**src/rtl/video_pattern_gen_pkg.sv**
```systemverilog
// Shared definitions for the test-pattern pixel-stream source.
// Pattern codes, FSM encodings and pixel-stream protocol constants reused by scaler benches.
package video_pattern_gen_pkg;

  // Geometry and frame-counter widths
  localparam int unsigned DIM_W = 16;
  localparam int unsigned FC_W  = 8;

  // Pattern select codes
  localparam logic [1:0] PAT_HRAMP   = 2'd0;
  localparam logic [1:0] PAT_VRAMP   = 2'd1;
  localparam logic [1:0] PAT_CHECKER = 2'd2;
  localparam logic [1:0] PAT_DIAG    = 2'd3;

  // FSM state encodings
  localparam logic [1:0] ST_IDLE   = 2'd0;
  localparam logic [1:0] ST_LINE   = 2'd1;
  localparam logic [1:0] ST_HBLANK = 2'd2;
  localparam logic [1:0] ST_VBLANK = 2'd3;

  // Pixel-stream protocol: de qualifies a pixel, hs marks the first pixel of a
  // line (only with de), vs marks the first pixel of a frame (only with de & hs).
  localparam int unsigned STREAM_CTRL_W = 3;

  typedef struct packed {
    logic vs;
    logic hs;
    logic de;
  } stream_ctrl_t;

  // Configuration latched at each frame start
  typedef struct packed {
    logic [1:0]       pattern;
    logic [DIM_W-1:0] line_m1;
    logic [DIM_W-1:0] lines_m1;
    logic [DIM_W-1:0] hblank;
    logic [DIM_W-1:0] vblank;
  } pg_cfg_t;

  // Size minus one, with a size of 0 treated as 1
  function automatic logic [DIM_W-1:0] dim_m1(input logic [DIM_W-1:0] n);
    return (n == '0) ? '0 : n - DIM_W'(1);
  endfunction

endpackage

```
**src/rtl/video_pattern_gen_pattern_pixel.sv**
```systemverilog
// Registered pixel function: maps pattern, x, y and frame counter to a pixel value.
// Holds its output on cycles where no pixel is emitted.
module video_pattern_gen_pattern_pixel
  import video_pattern_gen_pkg::*;
#(
  parameter int unsigned PIXEL_WIDTH  = 12,
  parameter int unsigned CHECKER_LOG2 = 3
) (
  input  logic                   clk,
  input  logic                   rst,
  input  logic                   en,
  input  logic [1:0]             pattern,
  input  logic [DIM_W-1:0]       x,
  input  logic [DIM_W-1:0]       y,
  input  logic [FC_W-1:0]        fc,
  input  logic                   border,
  output logic [PIXEL_WIDTH-1:0] pixel
);

  logic [PIXEL_WIDTH-1:0] pix_c;

  // Pattern evaluation; border forces all-ones
  always_comb begin
    pix_c = '0;
    case (pattern)
      PAT_HRAMP:   pix_c = PIXEL_WIDTH'(x);
      PAT_VRAMP:   pix_c = PIXEL_WIDTH'(y);
      PAT_CHECKER: pix_c = (x[CHECKER_LOG2] ^ y[CHECKER_LOG2]) ? '1 : '0;
      default:     pix_c = PIXEL_WIDTH'(x) + PIXEL_WIDTH'(y) + PIXEL_WIDTH'(fc);
    endcase
    if (border) pix_c = '1;
  end

  // Output register, updated only on emitted pixels
  always_ff @(posedge clk) begin
    if (rst) pixel <= '0;
    else if (en) pixel <= pix_c;
  end

endmodule

```
**src/rtl/video_pattern_gen.sv**
```systemverilog
// Test-pattern source for the scaler pixel stream (do/de/hs/vs).
// Optional macro PATTERN_GEN_BORDER_EN: force all-ones on the frame border pixels.
module video_pattern_gen
  import video_pattern_gen_pkg::*;
#(
  parameter int unsigned PIXEL_WIDTH   = 12,
  parameter int unsigned SPARSE_OUTPUT = 2,
  parameter int unsigned CHECKER_LOG2  = 3
) (
  input  logic                   clk,
  input  logic                   rst,
  input  logic                   en_i,
  input  logic [1:0]             pattern_sel_i,
  input  logic [15:0]            line_size_i,
  input  logic [15:0]            frame_lines_i,
  input  logic [15:0]            hblank_i,
  input  logic [15:0]            vblank_i,
  output logic [PIXEL_WIDTH-1:0] do_o,
  output logic                   de_o,
  output logic                   hs_o,
  output logic                   vs_o,
  output logic                   busy_o
);

  localparam int unsigned SPARSE_W = (SPARSE_OUTPUT > 0) ? $clog2(SPARSE_OUTPUT + 1) : 1;
  localparam logic [SPARSE_W-1:0] SPARSE_LAST = SPARSE_W'(SPARSE_OUTPUT);

  logic [1:0]          state_q, state_d;
  logic [DIM_W-1:0]    x_q, x_d, y_q, y_d, blank_q, blank_d;
  logic [SPARSE_W-1:0] sparse_q, sparse_d;
  logic [FC_W-1:0]     fc_q, fc_d;
  logic                busy_d;
  pg_cfg_t             cfg_q, cfg_in_c;
  stream_ctrl_t        ctrl_c;
  logic                cfg_load_c, emit_c, border_c;
  logic                line_end_c, hblank_done_c, vblank_done_c;

  // Configuration snapshot presented for latching at frame start
  always_comb begin
    cfg_in_c.pattern  = pattern_sel_i;
    cfg_in_c.line_m1  = dim_m1(line_size_i);
    cfg_in_c.lines_m1 = dim_m1(frame_lines_i);
    cfg_in_c.hblank   = hblank_i;
    cfg_in_c.vblank   = vblank_i;
  end

  // Next-state logic; zero-length blanking collapses straight through its state
  always_comb begin
    state_d       = state_q;
    x_d           = x_q;
    y_d           = y_q;
    sparse_d      = sparse_q;
    blank_d       = blank_q;
    fc_d          = fc_q;
    busy_d        = busy_o;
    cfg_load_c    = 1'b0;
    emit_c        = 1'b0;
    line_end_c    = 1'b0;
    hblank_done_c = 1'b0;
    vblank_done_c = 1'b0;

    case (state_q)
      ST_IDLE: begin
        if (en_i) begin
          cfg_load_c = 1'b1;
          x_d        = '0;
          y_d        = '0;
          sparse_d   = '0;
          blank_d    = '0;
          busy_d     = 1'b1;
          state_d    = ST_LINE;
        end
      end
      ST_LINE: begin
        emit_c = (sparse_q == '0);
        // x advances at the end of each cadence window so the trailing gap completes
        if (sparse_q == SPARSE_LAST) begin
          sparse_d = '0;
          if (x_q == cfg_q.line_m1) begin
            x_d        = '0;
            line_end_c = 1'b1;
          end else begin
            x_d = x_q + DIM_W'(1);
          end
        end else begin
          sparse_d = sparse_q + SPARSE_W'(1);
        end
      end
      ST_HBLANK: begin
        if (blank_q == cfg_q.hblank - DIM_W'(1)) hblank_done_c = 1'b1;
        else blank_d = blank_q + DIM_W'(1);
      end
      default: begin
        if (blank_q == cfg_q.vblank - DIM_W'(1)) vblank_done_c = 1'b1;
        else blank_d = blank_q + DIM_W'(1);
      end
    endcase

    if (line_end_c) begin
      if (cfg_q.hblank == '0) begin
        hblank_done_c = 1'b1;
      end else begin
        blank_d = '0;
        state_d = ST_HBLANK;
      end
    end

    if (hblank_done_c) begin
      blank_d = '0;
      if (y_q == cfg_q.lines_m1) begin
        if (cfg_q.vblank == '0) vblank_done_c = 1'b1;
        else state_d = ST_VBLANK;
      end else begin
        y_d     = y_q + DIM_W'(1);
        state_d = ST_LINE;
      end
    end

    if (vblank_done_c) begin
      blank_d  = '0;
      x_d      = '0;
      y_d      = '0;
      sparse_d = '0;
      fc_d     = fc_q + FC_W'(1);
      if (en_i) begin
        cfg_load_c = 1'b1;
        busy_d     = 1'b1;
        state_d    = ST_LINE;
      end else begin
        busy_d  = 1'b0;
        state_d = ST_IDLE;
      end
    end
  end

  // Stream control for the emitted pixel, aligned with the pixel register
  always_comb begin
    ctrl_c.de = emit_c;
    ctrl_c.hs = emit_c & (x_q == '0);
    ctrl_c.vs = emit_c & (x_q == '0) & (y_q == '0);
  end

`ifdef PATTERN_GEN_BORDER_EN
  // Border pixels override the pattern
  always_comb begin
    border_c = (x_q == '0) || (x_q == cfg_q.line_m1) ||
               (y_q == '0) || (y_q == cfg_q.lines_m1);
  end
`else
  // Pattern only
  always_comb begin
    border_c = 1'b0;
  end
`endif

  // State, counters, configuration and stream control registers
  always_ff @(posedge clk) begin
    if (rst) begin
      state_q  <= ST_IDLE;
      x_q      <= '0;
      y_q      <= '0;
      sparse_q <= '0;
      blank_q  <= '0;
      fc_q     <= '0;
      cfg_q    <= '0;
      busy_o   <= 1'b0;
      de_o     <= 1'b0;
      hs_o     <= 1'b0;
      vs_o     <= 1'b0;
    end else begin
      state_q  <= state_d;
      x_q      <= x_d;
      y_q      <= y_d;
      sparse_q <= sparse_d;
      blank_q  <= blank_d;
      fc_q     <= fc_d;
      busy_o   <= busy_d;
      de_o     <= ctrl_c.de;
      hs_o     <= ctrl_c.hs;
      vs_o     <= ctrl_c.vs;
      if (cfg_load_c) cfg_q <= cfg_in_c;
    end
  end

  video_pattern_gen_pattern_pixel #(
    .PIXEL_WIDTH  (PIXEL_WIDTH),
    .CHECKER_LOG2 (CHECKER_LOG2)
  ) u_pixel (
    .clk     (clk),
    .rst     (rst),
    .en      (emit_c),
    .pattern (cfg_q.pattern),
    .x       (x_q),
    .y       (y_q),
    .fc      (fc_q),
    .border  (border_c),
    .pixel   (do_o)
  );

endmodule

```
**config.mk**
```make
export PLATFORM = sky130hd
export DESIGN_NAME = video_pattern_gen
export DESIGN_NICKNAME = d
export VERILOG_FILES = /design/src/rtl/video_pattern_gen_pkg.sv /design/src/rtl/video_pattern_gen_pattern_pixel.sv /design/src/rtl/video_pattern_gen.sv
export SDC_FILE = /design/constraint.sdc
export NUM_CORES = 1
export LEC_CHECK = 0
export ABC_AREA = 1
export CORE_MARGIN = 1
export CORE_UTILIZATION = 45
export CTS_CLUSTER_SIZE = 10
export DETAILED_ROUTE_END_ITERATION = 10
export HOLD_SLACK_MARGIN = 0.05
export PLACE_DENSITY = 0.68
export SYNTH_ARGS = -nofsm -noshare
export SYNTH_HDL_FRONTEND = slang
export SYNTH_SLANG_ARGS = --single-unit
```
**constraint.sdc**
```tcl
create_clock -name clk -period 3.5 [get_ports clk]
set_clock_uncertainty 0.2 [all_clocks]
set_input_delay 0.7 -clock clk [delete_from_list [all_inputs] [get_ports clk]]
set_output_delay 0.7 -clock clk [all_outputs]
set_load 0.02 [all_outputs]
```
==> metrics.txt <==
initial detailed-routing violation count=873; crit path DAT=3.34 ns; Fillers=2396; final hold vios=0; antenna violation net count after detailed routing=0; # hold bufs at CTS=0; core footprint=23470 um^2; delay-heaviest family, CP=compound AO/OA/AOI/OAI gates; most frequent CP cell=inv_1; RSZ-0062 raised after global routing=no; origin of the worst min-delay path=u_pixel.pixel[9]; Placement Cell Area=12160 um^2; Pwr Density=353.1 nW/um^2; final setup fails=0; via count=11550; measured slew at the worst slew-check pin=0.6865 ns; HP Class=flop to flop; clk sinks=142; synthesized net count=1812; Design Area, Final=12780 um^2; CP cell instances=inv_1, fa_1, inv_1, ha_1, inv_1, fa_1, o21ai_0, a21boi_0, o21ai_0, xor2_1, o221ai_1, a21oi_1; Buf+Inv Stages, Crit Path=3; Critical Path Max Stage Delay=0.43 ns; leak pwr=0.005612 uW; Slew headroom=54.23%; final setup margin=0.2751 ns; initial antenna violation count=0; # IOs=85; dpl ws=0.06487 ns; nets@finish=1905; Port Buffers=84; hold slack=0.2690 ns; # diodes=0; Post-Syn Instances=1710; critical path class=flop to flop; Final Slew Violations=0; Yosys warning count=0; Avg Vias per Cell=5.407; Tot GR Track Use=27.80%; Worst R2R Setup Slack=0.28 ns; layout overhead on the synthesized area=18.81%; Starting Density=45.83%; area share of the largest cell type after synthesis=26.42%; Max clock buf depth=2; GPL Wtd Cong=0.9470; Reg area=2843 um^2; Die ar.=24530 um^2; slowest CP cell=dfxtp_1; WL/cell=15.41 um; Setup TNS=0 ns; outcome=complete, no violations; Unique masters post-synth=49; Tcrit/Tclk final=92.14%; Max Fclk=310.1 MHz; Worst-path clk slew=0.06 ns; grt total ovfl=0; row count=56; cells on worst reg2reg path=12; die height=156.6 um; share of layout cells above drive strength 1=7.544%; CP Launch Type=flop; crit path time final=3.225 ns; Root Buffer=clkbuf_16; Hold EP=u_pixel.pixel[9]; global-route wire length before repair=53800 um; vias in the first global route=10750; drt pass-1 iters=5; CTS tree=done; drt total wl=32900 um; Total Power=4513 uW; Worst path depth=12; worst path required time=3.61 ns; Die X=156.6 um; Syn Area/Cell=6.291 um^2; multi-input logic area=6954 um^2; nature of the critical path endpoint=flop; sequential share of the synthesized area=26.42%; TritonCTS buffer count=17; R2R Path End=u_pixel.pixel[9]; DRC=0; Synth area leader=dfxtp_1; Worst-Skew Late Latency=0.44 ns; Cells on Worst Hold Path=2; post-synthesis cell area=10760 um^2; #FFs+latches synth=142; number of max-cap violations=0; H-tree levels=4; crit path max fanout=4; Synth area leaders=dfxtp_1 26%, nand2_1 13%, nor2_1 9.2%; highest ir drop seen on vdd=261.8 uV; largest net degree at the start of global routing=69; Crit Reg-Reg Startpoint=y_q[0]; hpwl dp=25800 um
[worst register-to-register path, delay by kind of cell, from the launching register on]
family	cells	cell delay [ns]
AOI/OAI and AO/OA	5	1.21
buffers and inverters	3	0.22
DFF	1	0.43
xor gates and xnor gates	1	0.12
adders and majority gates	3	0.93
[area by class of cell]
| cell class | instances | area share [%] |
|---|---|---|
| Clock buffer | 21 | 3.681 |
| Clock inverter | 11 | 0.8321 |
| Inverter | 178 | 5.247 |
| Multi-Input combinational cell | 1321 | 54.41 |
| Sequential cell | 142 | 22.24 |
| Tap cell | 319 | 3.123 |
| Timing Repair Buffer | 143 | 10.46 |
[repair_timing]
item / in CTS / in global routing
pin swaps: 0 / 1
setup buffers: 0 / 2
endpoints found under the setup margin: 1 / 72
gates resized for setup: 1 / 5
[metrics by stage]
stage          utilization [%]  std cells
2_1_floorplan                -       1710
3_3_place_gp             51.82       2101
3_5_place_dp             51.82       2101
4_1_cts                  54.29       2133
5_1_grt                  54.45       2135
6_report                 54.45       2135
[layer usage]
metal	global-route usage [%]	wire, um	vias to the layer above
met5	0	0	-
met4	13.91	1378	0
met3	3.572	1464	93
met2	49.06	16020	327
met1	33.04	14040	5306
li1	-	-	5819
[power by group]
group          internal (uW)  leakage (uW)  total, uW  switching [uW]
combinational            381       0.00417        945             565
clock                   1040      0.000276       1800             764
sequential              1690       0.00116       1760            69.3
[logic make-up after synthesis]
family                   share of synthesized area [%]
AND/OR/NAND/NOR                                  38.83
AO/OA/AOI/OAI                                    13.01
buffers and inverters                            9.188
flip-flops                                       26.42
XOR/XNOR                                         7.979
adder cells (fa/ha/maj)                          4.466
multiplexers                                   0.09305
[sequential cells by signal, summed over array words and instances (netlist names), 2 cells and up]
| register | flops |
|---|---|
| fc_q | 8 |
| state_q | 2 |
| u_pixel.pixel | 12 |
| y_q | 16 |
| cfg_q | 66 |
| sparse_q | 2 |
| blank_q | 16 |
| x_q | 16 |
[synth_stat cells (all sizes together)]
master	count
nand2	373
nor2	274
inv	176
nand3	150
dfxtp	142
a21oi	132
xor2	68
o21ai	67
nor3	42
nand4	39
clkbuf	38
buf	31
xnor2	30
nand3b	27
ha	24
o22ai	18
nor4	13
o211ai	13
fa	9
a31oi	7
or2	6
a221oi	5
a211oi	3
and2	3
nor3b	3
o221ai	3
a21boi	2
and3	2
clkinv	2
a21o	1
a22o	1
a31o	1
a41oi	1
mux2i	1
nand2b	1
nor2b	1
o41ai	1
[cells in the final DEF (no fill, tap or decap), types with 4 or more instances in the layout]
| master | instances |
|---|---|
| nand2_1 | 366 |
| nor2_1 | 261 |
| inv_1 | 171 |
| dfxtp_1 | 142 |
| nand3_1 | 138 |
| a21oi_1 | 132 |
| clkdlybuf4s50_1 | 84 |
| xor2_1 | 67 |
| o21ai_0 | 63 |
| buf_4 | 54 |
| nor3_1 | 40 |
| nand4_1 | 39 |
| xnor2_1 | 30 |
| nand3b_1 | 27 |
| ha_1 | 24 |
| o22ai_1 | 18 |
| clkbuf_16 | 17 |
| nor4_1 | 13 |
| o211ai_1 | 13 |
| nand3_2 | 11 |
| fa_1 | 9 |
| nor2_2 | 7 |
| a31oi_1 | 7 |
| or2_2 | 6 |
| nor2_4 | 5 |
| nand2_2 | 5 |
| a221oi_1 | 5 |
| inv_2 | 4 |
| o21ai_1 | 4 |
| buf_12 | 4 |
[worst max-delay path by stage]
stage | from | to | slack (ns)
after global routing | cfg_q[0] | cfg_q[42] | 0.02
after CTS | cfg_q[0] | cfg_q[65] | 0.08
final | y_q[0] | u_pixel.pixel[9] | 0.28
after floorplan | y_q[0] | u_pixel.pixel[11] | 0.57
after detailed placement | cfg_q[0] | cfg_q[65] | 0.06
after global placement | cfg_q[0] | cfg_q[62] | 0.08
No activity file was read; power rests on OpenSTA's default activity.
